===== src/rtl/vga_timing_pattern_gen.sv =====
// VGA timing generator with a two-stage pixel pipeline. It either passes
// frame-buffer pixels through or substitutes a built-in test pattern
// (colour bars, grid, solid grey).
module vga_timing_pattern_gen #(
  parameter int H_ACTIVE = 640,
  parameter int H_FP     = 16,
  parameter int H_SYNC   = 96,
  parameter int H_BP     = 48,
  parameter int V_ACTIVE = 480,
  parameter int V_FP     = 10,
  parameter int V_SYNC   = 2,
  parameter int V_BP     = 33,
  parameter bit HS_POL   = 1'b0,
  parameter bit VS_POL   = 1'b0
) (
  input  logic        clk,
  input  logic        rst,
  input  logic        pix_ce,
  input  logic [1:0]  mode,
  input  logic [15:0] pix_in,
  output logic        req,
  output logic        hs,
  output logic        vs,
  output logic        de,
  output logic [11:0] x,
  output logic [11:0] y,
  output logic [15:0] rgb,
  output logic        frame_start
);

  localparam int H_TOTAL = H_ACTIVE + H_FP + H_SYNC + H_BP;
  localparam int V_TOTAL = V_ACTIVE + V_FP + V_SYNC + V_BP;
  localparam int BAR_W   = H_ACTIVE / 8;

  localparam logic [11:0] H_LAST   = 12'(H_TOTAL - 1);
  localparam logic [11:0] V_LAST   = 12'(V_TOTAL - 1);
  localparam logic [11:0] H_ACT    = 12'(H_ACTIVE);
  localparam logic [11:0] V_ACT    = 12'(V_ACTIVE);
  localparam logic [11:0] HS_START = 12'(H_ACTIVE + H_FP);
  localparam logic [11:0] HS_END   = 12'(H_ACTIVE + H_FP + H_SYNC);
  localparam logic [11:0] VS_START = 12'(V_ACTIVE + V_FP);
  localparam logic [11:0] VS_END   = 12'(V_ACTIVE + V_FP + V_SYNC);

  logic [11:0] h_cnt_q, h_cnt_d, v_cnt_q, v_cnt_d;
  logic        active, hs_raw, vs_raw, at_origin;
  logic [1:0]  mode_q;

  logic        s1_valid_q, s1_de_q, s1_hs_q, s1_vs_q;
  logic [11:0] s1_x_q, s1_y_q;

  logic [2:0]  bar_idx;
  logic [15:0] bar_rgb, rgb_d;

  logic        hs_q, vs_q, de_q, fs_q;
  logic [11:0] x_q, y_q;
  logic [15:0] rgb_q;

  // Next raster position: h wraps at end of line and carries into v.
  always_comb begin
    h_cnt_d = h_cnt_q + 12'd1;
    v_cnt_d = v_cnt_q;
    if (h_cnt_q == H_LAST) begin
      h_cnt_d = 12'd0;
      v_cnt_d = (v_cnt_q == V_LAST) ? 12'd0 : v_cnt_q + 12'd1;
    end
  end

  assign active    = (h_cnt_q < H_ACT) && (v_cnt_q < V_ACT);
  assign hs_raw    = (h_cnt_q >= HS_START) && (h_cnt_q < HS_END);
  assign vs_raw    = (v_cnt_q >= VS_START) && (v_cnt_q < VS_END);
  assign at_origin = (h_cnt_q == 12'd0) && (v_cnt_q == 12'd0);
  assign req       = active;

  // Raster counters, advancing one pixel per enabled edge.
  always_ff @(posedge clk or posedge rst) begin
    if (rst) begin
      h_cnt_q <= 12'd0;
      v_cnt_q <= 12'd0;
    end else if (pix_ce) begin
      h_cnt_q <= h_cnt_d;
      v_cnt_q <= v_cnt_d;
    end
  end

  // Pattern mode is sampled only at the frame origin so a frame never mixes modes.
  always_ff @(posedge clk or posedge rst) begin
    if (rst) begin
      mode_q <= 2'd0;
    end else if (pix_ce && at_origin) begin
      mode_q <= mode;
    end
  end

  // Stage 1 holds the requested position while the frame buffer answers.
  always_ff @(posedge clk or posedge rst) begin
    if (rst) begin
      s1_valid_q <= 1'b0;
      s1_de_q    <= 1'b0;
      s1_hs_q    <= 1'b0;
      s1_vs_q    <= 1'b0;
      s1_x_q     <= 12'd0;
      s1_y_q     <= 12'd0;
    end else if (pix_ce) begin
      s1_valid_q <= 1'b1;
      s1_de_q    <= active;
      s1_hs_q    <= hs_raw;
      s1_vs_q    <= vs_raw;
      s1_x_q     <= h_cnt_q;
      s1_y_q     <= v_cnt_q;
    end
  end

  // Colour-bar index by threshold comparison, avoiding a divider.
  always_comb begin
    bar_idx = 3'd0;
    for (int k = 1; k < 8; k++) begin
      if (s1_x_q >= 12'(k * BAR_W)) bar_idx = 3'(k);
    end
  end

  // Bar colours: white, yellow, cyan, green, magenta, red, blue, black.
  always_comb begin
    case (bar_idx)
      3'd0:    bar_rgb = 16'hFFFF;
      3'd1:    bar_rgb = 16'hFFE0;
      3'd2:    bar_rgb = 16'h07FF;
      3'd3:    bar_rgb = 16'h07E0;
      3'd4:    bar_rgb = 16'hF81F;
      3'd5:    bar_rgb = 16'hF800;
      3'd6:    bar_rgb = 16'h001F;
      default: bar_rgb = 16'h0000;
    endcase
  end

  // Pixel source selection; blanking always forces black.
  always_comb begin
    rgb_d = 16'h0000;
    if (s1_de_q) begin
      case (mode_q)
        2'd0:    rgb_d = pix_in;
        2'd1:    rgb_d = bar_rgb;
        2'd2:    rgb_d = ((s1_x_q[4:0] == 5'd0) || (s1_y_q[4:0] == 5'd0)) ? 16'hFFFF : 16'h0000;
        default: rgb_d = 16'h8410;
      endcase
    end
  end

  // Output registers, two enabled steps behind the counters.
  always_ff @(posedge clk or posedge rst) begin
    if (rst) begin
      hs_q  <= ~HS_POL;
      vs_q  <= ~VS_POL;
      de_q  <= 1'b0;
      x_q   <= 12'd0;
      y_q   <= 12'd0;
      rgb_q <= 16'h0000;
      fs_q  <= 1'b0;
    end else if (pix_ce) begin
      hs_q  <= s1_hs_q ? HS_POL : ~HS_POL;
      vs_q  <= s1_vs_q ? VS_POL : ~VS_POL;
      de_q  <= s1_de_q;
      x_q   <= s1_x_q;
      y_q   <= s1_y_q;
      rgb_q <= rgb_d;
      fs_q  <= s1_valid_q && (s1_x_q == 12'd0) && (s1_y_q == 12'd0);
    end
  end

  assign hs          = hs_q;
  assign vs          = vs_q;
  assign de          = de_q;
  assign x           = x_q;
  assign y           = y_q;
  assign rgb         = rgb_q;
  assign frame_start = fs_q;

endmodule


===== config.mk =====
export PLATFORM = sky130hd
export DESIGN_NAME = vga_timing_pattern_gen
export DESIGN_NICKNAME = d
export VERILOG_FILES = /design/src/rtl/vga_timing_pattern_gen.sv
export SDC_FILE = /design/constraint.sdc
export NUM_CORES = 1
export LEC_CHECK = 0
export CAP_MARGIN = 15
export CORE_AREA = 2 2 102 104
export CTS_CLUSTER_DIAMETER = 40
export DETAILED_ROUTE_END_ITERATION = 8
export DIE_AREA = 0 0 104 106
export GPL_TIMING_DRIVEN = 1
export PLACE_DENSITY_LB_ADDON = 0.3
export SLEW_MARGIN = 20
export SYNTH_ARGS = -nofsm -noshare
export SYNTH_HDL_FRONTEND = slang
export SYNTH_SLANG_ARGS = --single-unit

===== constraint.sdc =====
create_clock -name clk -period 2.7 [get_ports clk]
set_clock_uncertainty 0.05 [all_clocks]
set_input_delay 0.27 -clock clk [delete_from_list [all_inputs] [get_ports clk]]
set_output_delay 0.27 -clock clk [all_outputs]
set_load 0.01 [all_outputs]

==> metrics.log <==
[metrics] Yosys Warn Count: 0
[metrics] antenna diode count: 0
[metrics] Synth Net Count: 395
[metrics] global-route wire length before repair: 16200 um
[metrics] number of vias per cell: ~5.5
[metrics] number of failing hold endpoints at the final stage: 0
[metrics] largest net degree at the start of global routing: 99
[metrics] Worst setup endpoint: req
[metrics] time the final worst path needs with I/O delays and setup: approximately 2.5 ns
[metrics] fmax: 395 MHz
[metrics] cell depth of the worst flop-to-flop path: 5
[metrics] Rows: 37
[metrics] global placement routability congestion: 0.894
[metrics] main combinational cell family by area after synthesis: simple AND/OR/NAND/NOR gates
[metrics] critical register-to-register path endpoint: v_cnt_q[9]
[metrics] sum of overflow across all layers after global routing: 0
[metrics] clock insertion delay at the later pin of the skew report: 0.37 ns
[metrics] number of clock sinks: between 90 and 100
[metrics] Synth async-reset ratio: 100%
[metrics] post-detail-place hpwl: 6670 um
[metrics] Die Footprint: 11000 um2
[metrics] type of destination of the critical path: primary output
[metrics] total of endpoints with negative setup slack in the final report: 0
[metrics] Top-Level Pins: 66
[metrics] synthesis-to-layout area growth: 24.2%
[metrics] distinct cell type count of the synthesized netlist: 56
[metrics] core box area: between 9000 and 10000 um2
[metrics] remaining routing DRC violations: 0
[metrics] Final #Nets: 462
[metrics] worst stage delay on the critical path: 0.63 ns
[metrics] initial drt markers: 159
[metrics] remaining number of nets flagged by the antenna check after routing: 0
[metrics] Critical Path AT: approximately 2.2 ns
[metrics] die extent in x: 104 um
[metrics] maximum ir drop on the vdd rail: approximately 0.00028 V
[metrics] type of the most critical hold path: input port to async pin
[metrics] via count of the first global-routing pass: around 3200
[metrics] multiplexer share of the synthesized area: 13.3%
[metrics] mean instance size in the synthesized netlist: 11.9 um2
[metrics] Post-CTS Setup Repair Bufs: 0
[metrics] post-CTS sizing: 0
[metrics] power per standard cell area: 603 nW/um2
[metrics] Cell Chain, Critical Path: nor3_1 -> nand2_1 -> nor4_1 -> clkdlybuf4s50_1
[metrics] Reg2Reg Setup Slack: 0.29 ns
[metrics] number of cells produced by synthesis: 370
[metrics] Synth Area in Adders: 1.37%
[metrics] number of synthesized flops with an enable pin: 0
[metrics] number of buffers inserted during clock tree synthesis: 9
[metrics] Worst-Margin Slew: approximately 0.55 ns
[metrics] register clock-pin slew on the reported worst setup and hold paths: 0.10 ns
[metrics] final design instance area without fill: 5450 um2
[metrics] vertical die dimension: between 100 and 150 um
[metrics] cell at the root of the clock tree: sky130_fd_sc_hd__clkbuf_8
[metrics] total iterations of the first detailed-routing run: 4
[metrics] source of the worst register-to-register timing path: h_cnt_q[5]
[metrics] CTS tree: built
[metrics] Max Root-Sink Buffers: 2
[metrics] result of the run: finished, final reports clean
[metrics] Setup crit start: v_cnt_q[9]
[metrics] CP max-delay cell: sky130_fd_sc_hd__clkdlybuf4s50_1
[metrics] worst setup path category: flop to primary output
[metrics] share of the synthesized area in the top cell type: about 55%
[metrics] Max-cap violations: 0
[metrics] number of hold buffers added after CTS: 0
[metrics] RSZ-0062 raised after global routing: no
[metrics] share of synthesized cell area in and, or, nand and nor gates: 13.7%
[metrics] main area contributors after synthesis: sky130_fd_sc_hd__dfrtp_1, sky130_fd_sc_hd__mux2_2, sky130_fd_sc_hd__a221o_1, sky130_fd_sc_hd__nand2_1, sky130_fd_sc_hd__clkbuf_1
[metrics] type of element launching the critical path: flop
[metrics] ratio of final minimum period to clock period: a little over nine tenths
[metrics] total cell area at the placement stage: 5240 um2
[metrics] main flop type after synthesis: sky130_fd_sc_hd__dfrtp_1
[metrics] leading area contributor after synthesis: sky130_fd_sc_hd__dfrtp_1
[metrics] synthesized cell area: between 4000 and 5000 um2
[metrics] total vias in the final route: 3194
[metrics] antenna violations before repair: 0
[metrics] Worst Path Required: 2.38 ns
[metrics] proportion of layout cells with a drive suffix above 1: 20.1%
[metrics] flip-flop and latch count after synthesis: 98
[metrics] synthesized-area fraction occupied by ao, oa, aoi and oai cells: roughly a tenth
[metrics] Static Leakage: 2.38 nW
[metrics] most common cell after layout, fill and taps aside: sky130_fd_sc_hd__dfrtp_1
[metrics] register area share after synthesis: 55.9%
[metrics] fin. max-slew vios: 0
[metrics] H-tree levels: 3
[metrics] mean routed wirelength per cell: 16.4 um
[metrics] Max Fanout on Critical Path: 9
[metrics] post-synthesis xor/xnor area fraction: 2.59%
[metrics] setup TNS: 0 ns
[metrics] leading cell types in the layout, fill and taps excluded: sky130_fd_sc_hd__dfrtp_1, sky130_fd_sc_hd__clkdlybuf4s50_1, sky130_fd_sc_hd__mux2_2
[metrics] overall power: 3.29 mW
[metrics] Total Wirelength: 9510 um
[metrics] Slew HR: 62.6%
[metrics] total routing usage reported by global routing: 18.3%
[metrics] Initial Utilization: 43.9%
[metrics] port buffer count: 65
-- worst min path at each step --
stage,to,slack [ns]
2_1_floorplan,mode_q[0],0.35
6_report,rgb[7],0.34
3_3_place_gp,s1_valid_q,0.39
5_1_grt,h_cnt_q[0],0.40
4_1_cts,rgb[7],0.37
3_5_place_dp,s1_valid_q,0.40
-- registers in the layout, indices dropped and copies added (netlist names) --
name and count:
x 12, s1_y_q 12, rgb 16, s1_vs_q 1, v_cnt_q 12, y 12, s1_de_q 1, vs 1
s1_hs_q 1, mode_q 2, s1_x_q 12, frame_start 1, h_cnt_q 12, s1_valid_q 1, hs 1, de 1
-- where the power goes --
group	switching (mW)	internal, mW
clock network	0.541	0.475
registers	0.148	1.60
logic	0.221	0.299
total	0.910	2.38
-- cell usage after synthesis, drive strengths merged (4+ instances only) --
library cell and count:
a211oi 5, a21oi 7, a221o 9, clkbuf 21, dfrtp 96, ha 4, inv 13, mux2 51
nand2 22, nand2b 5, nand3 8, nand4 7, nor2 17, nor3 5, nor4 11, o21ai 18
o2bb2ai 5, o31ai 4, or3 6, or4 4, or4b 4, xnor2 5, xor2 8
-- metal layers --
metal	GRT usage [%]	vias up	share of wire (%)
met5	0	-	0
met4	6.47	0	2.0
met3	4.66	14	5.1
met2	29.0	101	47
met1	24.7	1586	46
li1	-	1493	-
-- stage by stage --
| stage | utilization, % | hold slack, ns | setup WS (ns) | cells |
|---|---|---|---|---|
| final | 54.5 | 0.344 | 0.169 | 578 |
| after global routing | 54.5 | 0.398 | 0.0921 | 578 |
| after CTS | 54.5 | 0.375 | 0.126 | 578 |
| after detailed placement | 52.4 | 0.398 | 0.305 | 562 |
| after global placement | 52.4 | 0.394 | 0.327 | 562 |
| after floorplan | - | 0.355 | 0.415 | 370 |
-- logic make-up (layout without fill, tap and decap cells) --
kind of cell    after synthesis  in the layout
simple gates                104            104
flops                        98             98
compound gates               62             62
mux                          52             52
buf+inv                      36            108
xor+xnor                     13             13
fa+ha+maj                     5              5
-- final cells by class --
cell class                 instances  area (um2)
clock buffer                      10         138
clock inverter                     6        78.8
fill                             855        4550
inverter                          14        56.3
multi-input combinational        236        1800
sequential                        98        2450
tap                              136         170
timing repair buffer              78         756
-- worst max-delay path: cells and delay by family, from the launching register on --
family / cells / cell delay (ns)
buffers and inverters: 1 / 0.63
flip-flops: 1 / 0.49
AND/OR/NAND/NOR: 3 / 0.73
(Power assumes the default switching activity.)
